### src/rtl/gda_st_err_recovery.sv
// Error detector and sequential corrector for the block-structured approximate adder:
// one DETECT cycle yields the approximate sum, then flagged blocks are re-added with the true carry.
module gda_st_err_recovery #(
  parameter int N = 8,
  parameter int R = 2,
  parameter int P = 4
) (
  input  logic                    clk,
  input  logic                    rst_n,
  input  logic                    in_valid,
  output logic                    in_ready,
  input  logic [N-1:0]            in1,
  input  logic [N-1:0]            in2,
  output logic                    out_valid,
  input  logic                    out_ready,
  output logic [N:0]              approx,
  output logic [N:0]              res,
  output logic                    err,
  output logic [$clog2(N/R)-1:0]  corr_cycles
);

  localparam int B  = N / R;
  localparam int CW = $clog2(B);

  typedef enum logic [1:0] {IDLE, DETECT, CORRECT, DONE} state_t;

  state_t          state_q, state_d;
  logic [N-1:0]    a_q, a_d, b_q, b_d;
  logic [N:0]      approx_q, approx_d, res_q, res_d;
  logic [CW-1:0]   corr_q, corr_d, k_q, k_d, kmax_q, kmax_d;
  logic            c_q, c_d;

  // Approximate sum, per-block mispredict flags, highest flag and block-0 carry.
  logic [N:0]      apx;
  logic [B-1:0]    flag;
  logic [CW-1:0]   kmax;
  logic            c0;

  always_comb begin
    logic [N:0] a_ext, b_ext, pw, pmask, mask, wsum, wa, wb;
    logic [R:0] blk;
    logic       pred;
    int         lo;
    apx   = '0;
    flag  = '0;
    kmax  = '0;
    c0    = 1'b0;
    a_ext = {1'b0, a_q};
    b_ext = {1'b0, b_q};
    pw    = a_ext ^ b_ext;
    pmask = ((N+1)'(1) << P) - (N+1)'(1);
    mask  = '0;
    wsum  = '0;
    wa    = '0;
    wb    = '0;
    blk   = '0;
    pred  = 1'b0;
    lo    = 0;
    for (int k = 0; k < B; k++) begin
      pred = 1'b0;
      if (k > 0) begin
        lo   = (R*k > P) ? R*k - P : 0;
        mask = ((N+1)'(1) << (R*k - lo)) - (N+1)'(1);
        wsum = ((a_ext >> lo) & mask) + ((b_ext >> lo) & mask);
        wsum = wsum >> (R*k - lo);
        pred = wsum[0];
        // A full-propagate window hides any carry arriving from below it.
        if (R*k > P && ((pw >> (R*k - P)) & pmask) == pmask) begin
          flag[k] = 1'b1;
          kmax    = CW'(k);
        end
      end
      wa  = a_ext >> (R*k);
      wb  = b_ext >> (R*k);
      blk = {1'b0, wa[R-1:0]} + {1'b0, wb[R-1:0]} + {{R{1'b0}}, pred};
      if (k == 0) c0 = blk[R];
      if (k == B-1) apx = apx | ((N+1)'(blk) << (R*k));
      else          apx = apx | ((N+1)'(blk[R-1:0]) << (R*k));
    end
  end

  // Exact re-addition of block k_q using the carry rippled so far.
  logic [N:0] a_sh, b_sh, res_fix;
  logic [R:0] cblk;

  always_comb begin
    a_sh    = {1'b0, a_q} >> (R*k_q);
    b_sh    = {1'b0, b_q} >> (R*k_q);
    cblk    = {1'b0, a_sh[R-1:0]} + {1'b0, b_sh[R-1:0]} + {{R{1'b0}}, c_q};
    res_fix = (res_q & ~((N+1)'({R{1'b1}}) << (R*k_q)))
            | ((N+1)'(cblk[R-1:0]) << (R*k_q));
    if (k_q == CW'(B-1)) res_fix[N] = cblk[R];
  end

  always_comb begin
    // NOTE: every _d takes its _q value first so no path through the case infers a latch.
    state_d  = state_q;
    a_d      = a_q;
    b_d      = b_q;
    approx_d = approx_q;
    res_d    = res_q;
    corr_d   = corr_q;
    k_d      = k_q;
    kmax_d   = kmax_q;
    c_d      = c_q;
    unique case (state_q)
      IDLE: begin
        if (in_valid) begin
          a_d     = in1;
          b_d     = in2;
          state_d = DETECT;
        end
      end
      DETECT: begin
        approx_d = apx;
        res_d    = apx;
        corr_d   = '0;
        if (flag == '0) begin
          state_d = DONE;
        end else begin
          k_d     = CW'(1);
          c_d     = c0;
          kmax_d  = kmax;
          state_d = CORRECT;
        end
      end
      CORRECT: begin
        res_d  = res_fix;
        c_d    = cblk[R];
        corr_d = corr_q + CW'(1);
        if (k_q == kmax_q) state_d = DONE;
        else               k_d     = k_q + CW'(1);
      end
      DONE: begin
        if (out_ready) state_d = IDLE;
      end
      default: state_d = IDLE;
    endcase
  end

  // NOTE: sequential state uses non-blocking assignments only; every register is cleared on reset.
  always_ff @(posedge clk or negedge rst_n) begin
    if (!rst_n) begin
      state_q  <= IDLE;
      a_q      <= '0;
      b_q      <= '0;
      approx_q <= '0;
      res_q    <= '0;
      corr_q   <= '0;
      k_q      <= '0;
      kmax_q   <= '0;
      c_q      <= 1'b0;
    end else begin
      state_q  <= state_d;
      a_q      <= a_d;
      b_q      <= b_d;
      approx_q <= approx_d;
      res_q    <= res_d;
      corr_q   <= corr_d;
      k_q      <= k_d;
      kmax_q   <= kmax_d;
      c_q      <= c_d;
    end
  end

  assign in_ready    = (state_q == IDLE);
  assign out_valid   = (state_q == DONE);
  assign approx      = approx_q;
  assign res         = res_q;
  assign corr_cycles = corr_q;
  assign err         = out_valid && (res_q != approx_q);

endmodule

### config.mk
export PLATFORM = sky130hd
export DESIGN_NAME = gda_st_err_recovery
export DESIGN_NICKNAME = d
export VERILOG_FILES = /design/src/rtl/gda_st_err_recovery.sv
export SDC_FILE = /design/constraint.sdc
export NUM_CORES = 1
export LEC_CHECK = 0
export BUFFER_PORTS_ARGS = -buffer_cell sky130_fd_sc_hd__buf_2
export CAP_MARGIN = 20
export CORE_AREA = 2 2 67 69
export CTS_BUF_LIST = sky130_fd_sc_hd__clkbuf_4 sky130_fd_sc_hd__clkbuf_8 sky130_fd_sc_hd__clkbuf_16
export DETAILED_ROUTE_END_ITERATION = 12
export DIE_AREA = 0 0 69 71
export PLACE_DENSITY_LB_ADDON = 0.15
export SYNTH_ARGS = -nofsm -noshare
export SYNTH_HDL_FRONTEND = slang
export SYNTH_SLANG_ARGS = --single-unit
### constraint.sdc
create_clock -name clk -period 8 [get_ports clk]
set_clock_uncertainty 0.15 [all_clocks]
set_input_delay 0.8 -clock clk [delete_from_list [all_inputs] [get_ports clk]]
set_output_delay 0.8 -clock clk [all_outputs]
set_load 0.05 [all_outputs]
==> summary.md <==
| Metric | Value |
|---|---|
| Port buffer count | 42 |
| Synth Flop Type | dfrtp_1 |
| Syn Area/Cell | 11.2 µm² |
| Simple-gate area share of the yosys netlist | 0.0796 |
| Post-CTS sizing | 0 |
| CP top delay family | adder cells |
| Final WL | 4.93 mm |
| Final Max Tran Viols | 0 |
| Largest family of logic cells by synthesized area | multiplexers |
| Vias | 1,779 |
| Post-synthesis compound-gate area fraction | 0.131 |
| Proportion of layout cells with a drive suffix above 1 | 0.298 |
| Ys async rst share | 1.00 |
| Post-route minimum period | 2.95 ns |
| Most frequent cell on the critical path | fa_1 |
| RSZ-0062 raised after global routing | no |
| Dpl ws | 5.09 ns |
| CP endpoint kind | flip-flop |
| Hold Path Class | reg -> reg |
| Synth top area share | 0.429 |
| Cell count after synthesis | 218 |
| Final Hold Viols | 0 |
| WP data required | 8.08 ns |
| Worst skew pair latency | 0.29 ns |
| Clock Pin Slew Worst Setup and Hold Paths | 0.07 ns |
| FF+latch count, synth | 42 |
| Core region area | 0.00420 mm² |
| Wire per inst | 15.9 µm |
| CP max-delay cell | dfrtp_1 |
| Global-route usage over all layers | 0.218 |
| Post-route ant nets | 0 |
| Syn_nets | 258 |
| GRT overflow | 0 |
| Post-Synth XOR/XNOR Area | 0.0393 |
| Adder-cell share of the synthesized area | 0.123 |
| Relative slew slack | 0.392 |
| Post-synth design cell area | 0.00245 mm² |
| Crit path DAT | 3.03 ns |
| Die area | 0.00490 mm² |
| WP buf/inv | 1 |
| Drt initial violations | 97 |
| Sequential fraction of the synthesis area | 0.429 |
| Die height | 71 µm |
| Boundary pin count | 43 |
| Via-per-instance ratio | 5.74 |
| CTS H-tree lvls | 2 |
| TNS Setup | 0 ns |
| Worst Tran Pin Value | 0.911 ns |
| Initial antenna violation count | 0 |
| Initial Util | 0.583 |
| CTS buffer count | 5 |
| Hold Buf Count CTS | 0 |
| Multiplexer share of the synthesized area | 0.139 |
| Root buf cell | clkbuf_8 |
| Drt pass-1 iters | 4 |
| DRC | 0 |
| Post-synth top area cell | dfrtp_1 |
| Wire length of the first global-routing pass | 8.41 mm |
| # Max-Cap Violations | 0 |
| Max incr delay on CP | 0.70 ns |
| Largest cells by area after synthesis | dfrtp_1 (43%), mux2_2 (9.2%), ha_1 (6.6%) |
| Fmax | 339 MHz |
| Post-layout nets | 297 |
| Yosys warning count | 0 |
| Status | completed |
| Vias in the first global route | 1,776 |
| Post-synth EDFFs | 0 |
| Row count | 24 |
| TritonCTS clock tree | done |
| Layout area overhead | 13.8% |
| Post-CTS setup buffers | 0 |
| Yosys cell types | 43 |
| Final WS setup | 5.05 ns |
| Detailed Place HPWL | 3.75 mm |
| Clk sinks | 42 |
| Startpoint types | flip-flop |
| Period utilization | 0.369 |
| Largest net degree at the start of global routing | 43 |
| Setup violators final | 0 |
| GP Congestion | 0.853 |
| # diodes | 0 |
| Crit-path cells | mux4_2, fa_1, fa_1, inv_1, o32ai_1, a221o_1 |
| Crit Path Class | reg -> reg |
| Die X | 69 µm |
| CP Max Fanout | 18 |
| Clock buffer depth | 2 |
## Yosys cell counts (all sizes together) (3+ instances only)
master	count
a21o	4
a221o	3
a31oi	4
buf	4
clkbuf	6
dfrtp	42
fa	7
ha	13
inv	25
mux2	21
mux4	4
nand2	16
nand2b	3
nand3	3
nand4	4
nor2	7
o21ai	9
o221ai	4
o22ai	4
xnor2	7
xor2	4
## sequential cells by signal, summed over array words and instances (netlist names)
signal,count
approx,9
res,9
a_q,8
b_q,8
corr_cycles,2
k_q,2
state_q,2
c_q,1
kmax_q,1
## area by class of cell
class	instances	area [µm²]
clock buffers	6	76.3
clock inverters	2	37.5
fillers	355	1410
inverters	25	93.8
multi-input cells	141	1260
flip-flops and latches	42	1050
well taps	52	65.1
repair buffers	42	210
## per-stage QoR
stage	util	hold WS, ns	area (µm²)	instances
global route	0.664	0.409	2790	310
floorplan	-	0.347	2450	218
CTS	0.664	0.378	2790	310
global placement	0.637	0.353	2680	302
detailed placement	0.637	0.361	2680	302
finish	0.664	0.373	2790	310
## cells in the final DEF, fill, tap and decap left out, drive strengths merged, types with 4 or more instances in the layout
| cell | instances |
|---|---|
| nor2 | 7 |
| a21o | 4 |
| mux2 | 21 |
| buf | 42 |
| mux4 | 4 |
| nand2 | 16 |
| a31oi | 4 |
| dfrtp | 42 |
| o221ai | 4 |
| clkbuf | 6 |
| nand4 | 4 |
| ha | 13 |
| xnor2 | 7 |
| fa | 7 |
| inv | 25 |
| xor2 | 4 |
| o21ai | 9 |
| o22ai | 4 |
## worst register-to-register path: stages, from the launching register on
cell and delay [ns]:
dfrtp_1 0.70, mux4_2 0.59, fa_1 0.39, fa_1 0.51, inv_1 0.08, o32ai_1 0.28
a221o_1 0.19
## final timing paths
check / startpoint / end / slack, ns / cells past startpoint
max reg2reg: k_q[1] / res[1] / 5.05 / 6
max: k_q[1] / res[1] / 5.05 / 6
min reg2reg: approx[8] / approx[8] / 0.37 / 1
min: approx[8] / approx[8] / 0.37 / 1
min in group asynchronous: rst_n / approx[6] / 0.47 / 1
max in group asynchronous: rst_n / a_q[5] / 6.65 / 1
## routing by layer
layer	vias up	global-route usage	share of wire	wire length, µm
li1	848	-	-	-
met1	863	0.288	0.44	2160
met2	55	0.360	0.49	2440
met3	13	0.0456	0.044	217
met4	0	0.0763	0.024	120
met5	-	0	0	0
## logic make-up after synthesis
group           after synthesis
flops                        42
simple gates                 41
compound gates               43
fa+ha+maj                    20
buf+inv                      35
xor+xnor                     11
mux                          26
Power is left out: the tool's default activity adds up to more than one toggle a clock period on the data nets, which glitch-free logic cannot reach.
